## src/rtl/motion_update_broadcaster.sv

```systemverilog
// motion_update_broadcaster
//   Transmit side of the motion-update broadcast bus. On start it walks every
//   cell (z fastest, then y, then x), reads the particle count (address 0) and
//   then each particle (addresses 1..count). It adds the displacement, wraps the
//   result periodically and broadcasts {data, dst_cell, valid} while
//   motion_update_enable is high. Enable then drops for three cycles so that
//   every cache commits its count and swaps buffers. After that, done pulses.
// Ports
//   clk, rst              clock, synchronous active-high reset
//   start                 1-cycle pulse, accepted only when idle
//   out_rd_cell           {x,y,z} of the cache being read (0 when not reading)
//   out_rd_address        read address, out_rden read enable
//   in_pos, in_disp       {z,y,x} readout, one cycle after out_rden
//   motion_update_enable  broadcast window
//   out_data              {z,y,x} wrapped position
//   out_data_dst_cell     {x,y,z} destination cell
//   out_data_valid        qualifies out_data/out_data_dst_cell
//   busy, done            sweep in progress / end-of-sweep pulse
module motion_update_broadcaster #(
    parameter int DATA_WIDTH    = 32,
    parameter int OFFSET_WIDTH  = 24,
    parameter int ADDR_WIDTH    = 8,
    parameter int PARTICLE_NUM  = 220,
    parameter int CELL_ID_WIDTH = 4,
    parameter int NUM_CELL_X    = 3,
    parameter int NUM_CELL_Y    = 4,
    parameter int NUM_CELL_Z    = 2
) (
    input  logic                       clk,
    input  logic                       rst,
    input  logic                       start,
    output logic [3*CELL_ID_WIDTH-1:0] out_rd_cell,
    output logic [ADDR_WIDTH-1:0]      out_rd_address,
    output logic                       out_rden,
    input  logic [3*DATA_WIDTH-1:0]    in_pos,
    input  logic [3*DATA_WIDTH-1:0]    in_disp,
    output logic                       motion_update_enable,
    output logic [3*DATA_WIDTH-1:0]    out_data,
    output logic [3*CELL_ID_WIDTH-1:0] out_data_dst_cell,
    output logic                       out_data_valid,
    output logic                       busy,
    output logic                       done
);

    typedef enum logic [2:0] {IDLE, RD_CNT, WAIT_CNT, STREAM, DRAIN, HOLD_LOW} state_t;

    localparam logic [ADDR_WIDTH-1:0]    MAX_CNT  = ADDR_WIDTH'(PARTICLE_NUM - 1);
    localparam logic [ADDR_WIDTH-1:0]    ADDR_ONE = ADDR_WIDTH'(1);
    localparam logic [CELL_ID_WIDTH-1:0] CID_ONE  = CELL_ID_WIDTH'(1);
    localparam logic [CELL_ID_WIDTH-1:0] NX       = CELL_ID_WIDTH'(NUM_CELL_X);
    localparam logic [CELL_ID_WIDTH-1:0] NY       = CELL_ID_WIDTH'(NUM_CELL_Y);
    localparam logic [CELL_ID_WIDTH-1:0] NZ       = CELL_ID_WIDTH'(NUM_CELL_Z);

    state_t                    state, state_nxt;
    logic [CELL_ID_WIDTH-1:0]  cell_x, cell_y, cell_z;
    logic [ADDR_WIDTH-1:0]     cnt, idx, sat_cnt;
    logic [1:0]                hold_cnt;
    logic [2:1]                vld_pipe;   // [1]: readout on in_pos, [2]: out regs
    logic                      stream_rd, cell_adv, last_cell;
    logic [DATA_WIDTH-1:0]     wx, wy, wz;

    // Bring a coordinate that stepped one cell outside 1..num back inside.
    function automatic logic [DATA_WIDTH-1:0] wrap_coord(
        input logic [DATA_WIDTH-1:0] p, input logic [DATA_WIDTH-1:0] d, input int num);
        logic [DATA_WIDTH-1:0]              s, span;
        logic [DATA_WIDTH-OFFSET_WIDTH-1:0] ip;
        s    = p + d;
        span = DATA_WIDTH'(num) << OFFSET_WIDTH;
        ip   = s[DATA_WIDTH-1:OFFSET_WIDTH];
        if (ip == '0)
            s = s + span;
        else if (ip == (DATA_WIDTH-OFFSET_WIDTH)'(num + 1))
            s = s - span;
        return s;
    endfunction

    assign sat_cnt   = (in_pos[ADDR_WIDTH-1:0] > MAX_CNT) ? MAX_CNT : in_pos[ADDR_WIDTH-1:0];
    assign last_cell = (cell_x == NX) && (cell_y == NY) && (cell_z == NZ);
    assign busy      = (state != IDLE);
    // Cell select only meaningful while reading; keep it quiet otherwise.
    assign out_rd_cell    = out_rden ? {cell_x, cell_y, cell_z} : '0;
    assign out_data_valid = vld_pipe[2];

    assign wx = wrap_coord(in_pos[DATA_WIDTH-1:0],              in_disp[DATA_WIDTH-1:0],              NUM_CELL_X);
    assign wy = wrap_coord(in_pos[2*DATA_WIDTH-1:DATA_WIDTH],   in_disp[2*DATA_WIDTH-1:DATA_WIDTH],   NUM_CELL_Y);
    assign wz = wrap_coord(in_pos[3*DATA_WIDTH-1:2*DATA_WIDTH], in_disp[3*DATA_WIDTH-1:2*DATA_WIDTH], NUM_CELL_Z);

    always_ff @(posedge clk) begin
        if (rst) state <= IDLE;
        else     state <= state_nxt;
    end

    always_comb begin
        state_nxt            = state;
        out_rden             = 1'b0;
        out_rd_address       = '0;
        motion_update_enable = 1'b0;
        stream_rd            = 1'b0;
        cell_adv             = 1'b0;
        case (state)
            IDLE: if (start) state_nxt = RD_CNT;
            RD_CNT: begin
                out_rden             = 1'b1;
                motion_update_enable = 1'b1;
                state_nxt            = WAIT_CNT;
            end
            WAIT_CNT: begin
                motion_update_enable = 1'b1;
                if (sat_cnt == '0) begin
                    cell_adv  = 1'b1;
                    state_nxt = last_cell ? DRAIN : RD_CNT;
                end else begin
                    state_nxt = STREAM;
                end
            end
            STREAM: begin
                out_rden             = 1'b1;
                out_rd_address       = idx;
                motion_update_enable = 1'b1;
                stream_rd            = 1'b1;
                if (idx == cnt) begin
                    cell_adv  = 1'b1;
                    state_nxt = last_cell ? DRAIN : RD_CNT;
                end
            end
            DRAIN: begin
                // Enable covers the final valid, which lands the cycle after
                // the readout stage empties.
                motion_update_enable = 1'b1;
                if (!vld_pipe[1]) state_nxt = HOLD_LOW;
            end
            HOLD_LOW: if (hold_cnt == 2'd2) state_nxt = IDLE;
            default: state_nxt = IDLE;
        endcase
    end

    always_ff @(posedge clk) begin
        if (rst) begin
            cell_x            <= CID_ONE;
            cell_y            <= CID_ONE;
            cell_z            <= CID_ONE;
            cnt               <= '0;
            idx               <= '0;
            hold_cnt          <= '0;
            vld_pipe          <= '0;
            done              <= 1'b0;
            out_data          <= '0;
            out_data_dst_cell <= '0;
        end else begin
            vld_pipe <= {vld_pipe[1], stream_rd};
            done     <= (state == HOLD_LOW) && (hold_cnt == 2'd2);
            hold_cnt <= (state == HOLD_LOW) ? hold_cnt + 2'd1 : 2'd0;

            if (state == WAIT_CNT) begin
                cnt <= sat_cnt;
                idx <= ADDR_ONE;
            end else if (stream_rd) begin
                idx <= idx + ADDR_ONE;
            end

            // z fastest; wrapping past the last cell leaves all three at 1.
            if (cell_adv) begin
                if (cell_z == NZ) begin
                    cell_z <= CID_ONE;
                    if (cell_y == NY) begin
                        cell_y <= CID_ONE;
                        cell_x <= (cell_x == NX) ? CID_ONE : cell_x + CID_ONE;
                    end else begin
                        cell_y <= cell_y + CID_ONE;
                    end
                end else begin
                    cell_z <= cell_z + CID_ONE;
                end
            end

            if (vld_pipe[1]) begin
                out_data          <= {wz, wy, wx};
                out_data_dst_cell <= {wx[OFFSET_WIDTH +: CELL_ID_WIDTH],
                                      wy[OFFSET_WIDTH +: CELL_ID_WIDTH],
                                      wz[OFFSET_WIDTH +: CELL_ID_WIDTH]};
            end else begin
                out_data          <= '0;
                out_data_dst_cell <= '0;
            end
        end
    end

endmodule

```

## config.mk

```make
export PLATFORM = sky130hd
export DESIGN_NAME = motion_update_broadcaster
export DESIGN_NICKNAME = d
export VERILOG_FILES = /design/src/rtl/motion_update_broadcaster.sv
export SDC_FILE = /design/constraint.sdc
export NUM_CORES = 1
export LEC_CHECK = 0
export ABC_AREA = 1
export BUFFER_PORTS_ARGS = -buffer_cell sky130_fd_sc_hd__clkbuf_2
export CAP_MARGIN = 20
export CORE_MARGIN = 1.5
export CORE_UTILIZATION = 40
export CTS_BUF_LIST = sky130_fd_sc_hd__clkbuf_8 sky130_fd_sc_hd__clkbuf_16
export CTS_CLUSTER_DIAMETER = 40
export CTS_CLUSTER_SIZE = 28
export DETAILED_ROUTE_END_ITERATION = 10
export GPL_TIMING_DRIVEN = 0
export PLACE_DENSITY_LB_ADDON = 0.08
export SETUP_SLACK_MARGIN = 0.4
export SYNTH_ARGS = -nofsm -noshare
export SYNTH_HDL_FRONTEND = slang
export SYNTH_SLANG_ARGS = --single-unit
```

## constraint.sdc

```tcl
create_clock -name clk -period 5.1 [get_ports clk]
set_input_delay 1.02 -clock clk [delete_from_list [all_inputs] [get_ports clk]]
set_output_delay 1.02 -clock clk [all_outputs]
set_load 0.005 [all_outputs]
```

==> flow_summary.yaml <==
run_status:
  status: "finished clean"
detailed_routing:
  ant_nets: 0
  drt_iter0_markers: 550
  drt-total-wl_um: 34400
  drc: 0
  dr.pass1.iters: 4
  wire_per_inst_um: 13.1
  vias: 12345
  drt-vias-per-instance: 4.71
setup_path:
  reg2reg_to: "out_data[3]"
  r2r_cells: 6
  worst-setup-path-type: "in2reg"
  cp.arrival_ns: 3.66
  cp.required_ns: 5.42
  path_max_fanout: 6
  crit_path_start_kind: "primary input"
  worstReg2RegStart: "vld_pipe[1]"
  cp-end-kind: "flop"
  r2r_slack_ns: 3.13
logic_synthesis:
  synth_area_leaders: "dfxtp_1, nand2_1, ha_1, inv_1, a21oi_1"
  synthMostInstantiatedCell: "nand2_1"
  yosys_warnings: 0
  synthAdderAreaFrac_pct: 12.3
  yosys-top-cells-count: "nand2_1, inv_1, nor2_1"
  yosys.cell_types.count: 46
  syn_area_um2: 11400
  synthCells: 1885
  netlist.area_leader.share_pct: 23.2
  synth-compound-area-share_pct: 13.6
  synthSimpleGateAreaFrac_pct: 37.4
  synth_edf_count: 0
  yosys.area.top_type: "dfxtp_1"
  synth_top_family_by_area: "simple AND/OR/NAND/NOR gates"
  synth_flop_cell: "dfxtp_1"
  async_flop_share_pct: 0
  synth_seq_cells: 132
  synthMuxAreaShare_pct: 0
  syn_avg_cell_area_um2: 6.04
  synth-seq-area-share_pct: 23.2
  synthXorXnorAreaFrac_pct: 1.31
  synth_nets: 2190
clocking:
  tritoncts: "yes"
  cts.clk_slew.worst_paths_ns: 0.06
  ctsHoldBuffers: 0
  cts_setup_buffers: 0
  cts_root_buf: "clkbuf_16"
  cts-resized-gates: 0
  cts_buffers: 17
  cts_buffer_depth: 2
  clock_sinks: 132
  clk_latency_ns: 0.44
  cts_max_level: 4
global_route:
  grt_max_degree: 17
  grt_pass1_vias: 11285
  grt-ovfl-total: 0
  top_usage_layer: "met2"
  grt_usage_pct: 23.5
  grt_pass1_wl_um: 54500
  antenna_found_initial: 2
  gr-usage-met1_pct: 29.7
  grt.met3_usage_pct: 3.77
  met2_usage_pct: 40.4
floorplanning:
  start_util_pct: 40.8
  dieArea_um2: 29500
  dieHeight_um: 172
  coreArea_um2: 27900
  fp.dieW_um: 172
  ios: 328
  rows: 61
timing:
  fin_crit_sh_pct: 65.5
  finalCriticalPeriod_ns: 3.34
  clock.fmax_ghz: 0.299
  max_slew_margin_pct: 47.2
  setup_tns_ns: 0
  hold_viol_final: 0
  finalMaxSlewViolations: 0
  rsz0062_at_grt: "false"
  final-setup-viol-count: 0
  tightest_slew_ns: 0.792
  finClkSkew_ns: 0.00748
flow_run:
  drv_cap: 0
power:
  ir_worst_vdd_mv: 0.202
  p_leak_nw: 8.05
  power.density_nw_per_um2: 259
placement:
  dp_hpwl_um: 29000
  post-place-cells: 2589
  portBuffers: 326
  gp_congestion: 0.919
cells_and_area:
  drive_gt1_share_pct: 21.1
  fillers: 3043
  regArea_um2: 2640
  nNetsFinal: 2535
  multi_input_area_um2: 7360
  layoutNonFillerInstCount: 2623
  fin_util_pct: 50.5
  syn_to_final_growth_pct: 23.8
hold_path:
  hold_start: "hold_cnt[0]"
  hold_depth: 1
  hold_end: "hold_cnt[0]"
  min_path_type: "reg2reg"
## cells in the final DEF (no fill, tap or decap), drive strengths merged, types with 3 or more instances in the layout
master / instances
a31oi: 6
a31o: 14
or2: 4
o211ai: 4
clkinv: 4
nor3: 9
inv: 332
clkbuf: 358
ha: 107
nor4: 5
nor2: 216
nand3b: 8
o21a: 8
nand3: 79
o21ai: 78
buf: 14
and2: 7
fa: 3
nand2: 652
o21bai: 11
xnor2: 13
xor2: 4
dfxtp: 132
a21oi: 150
nand4: 11
## critical path: stages
cell      delay (ns)
clkbuf_2        0.08
ha_1            0.28
inv_1           0.09
fa_1            0.37
inv_1           0.10
nand2_1         0.06
nand2_1         0.12
nand2_1         0.08
nand2_2         0.11
nand2_1         0.08
nand3b_1        0.08
nand2_1         0.16
inv_1           0.13
ha_1            0.14
nand3_1         0.12
nor2_4          0.20
nand3_1         0.17
a21oi_1         0.19
nor2_1          0.07
## final cells by class
type,count,share of cell area [%]
clock buffers,19,3.21
repair buffers,326,11.6
plain buffers,27,1.12
inverters,327,8.71
diodes,2,0.0355
flip-flops and latches,132,18.7
well taps,378,3.36
multi-input cells,1399,52.2
clock inverters,13,1.06
## per-stage QoR
stage               worst slack [ns]  hold slack (ns)  area, µm²  power, W
finish                          1.76            0.418      14100   0.00365
global placement                1.33            0.400      13500   0.00236
CTS                             1.77            0.417      14100   0.00368
floorplan                       1.89            0.393      11400   0.00200
detailed placement              1.31            0.407      13500   0.00238
global route                    1.41            0.459      14100   0.00390
## metal layers
layer	wire, µm	vias to the layer above
li1	-	6611
met1	16000	5376
met2	16000	311
met3	1680	47
met4	727	0
met5	0	-
## flip-flops by register name, indices dropped and copies added, names as in the netlist
| name | count |
|---|---|
| out_data | 96 |
| cell_x | 4 |
| done | 1 |
| cnt | 8 |
| idx | 8 |
| hold_cnt | 2 |
| cell_z | 4 |
| cell_y | 4 |
| vld_pipe | 2 |
| state | 3 |
## report_power, final
part | leakage, nW | switching [W] | internal, W
logic | 6.70 | 0.000783 | 0.000449
clock network | 0.292 | 0.000536 | 0.000753
registers | 1.07 | 0.0000374 | 0.00109
total | 8.05 | 0.00136 | 0.00229
## worst max path at each step
| stage | start | slack, ns | cells after the start | endpoint |
|---|---|---|---|---|
| after floorplan | in_pos[0] | 1.89 | 20 | out_data[26] |
| after global placement | in_pos[0] | 1.33 | 21 | out_data[26] |
| after detailed placement | in_pos[0] | 1.31 | 20 | out_data[25] |
| after CTS | in_pos[0] | 1.77 | 20 | out_data[25] |
| after global routing | in_pos[32] | 1.41 | 19 | out_data[58] |
| final | in_pos[32] | 1.76 | 19 | out_data[58] |
## cells by family (layout without fill, tap and decap cells)
kind of cell	after synthesis	count (layout)
compound gates	278	278
xor+xnor	17	17
fa+ha+maj	110	110
buf+inv	354	712
flops	132	132
other cells	0	2
simple gates	994	994
No activity file was read; power rests on OpenSTA's default activity.
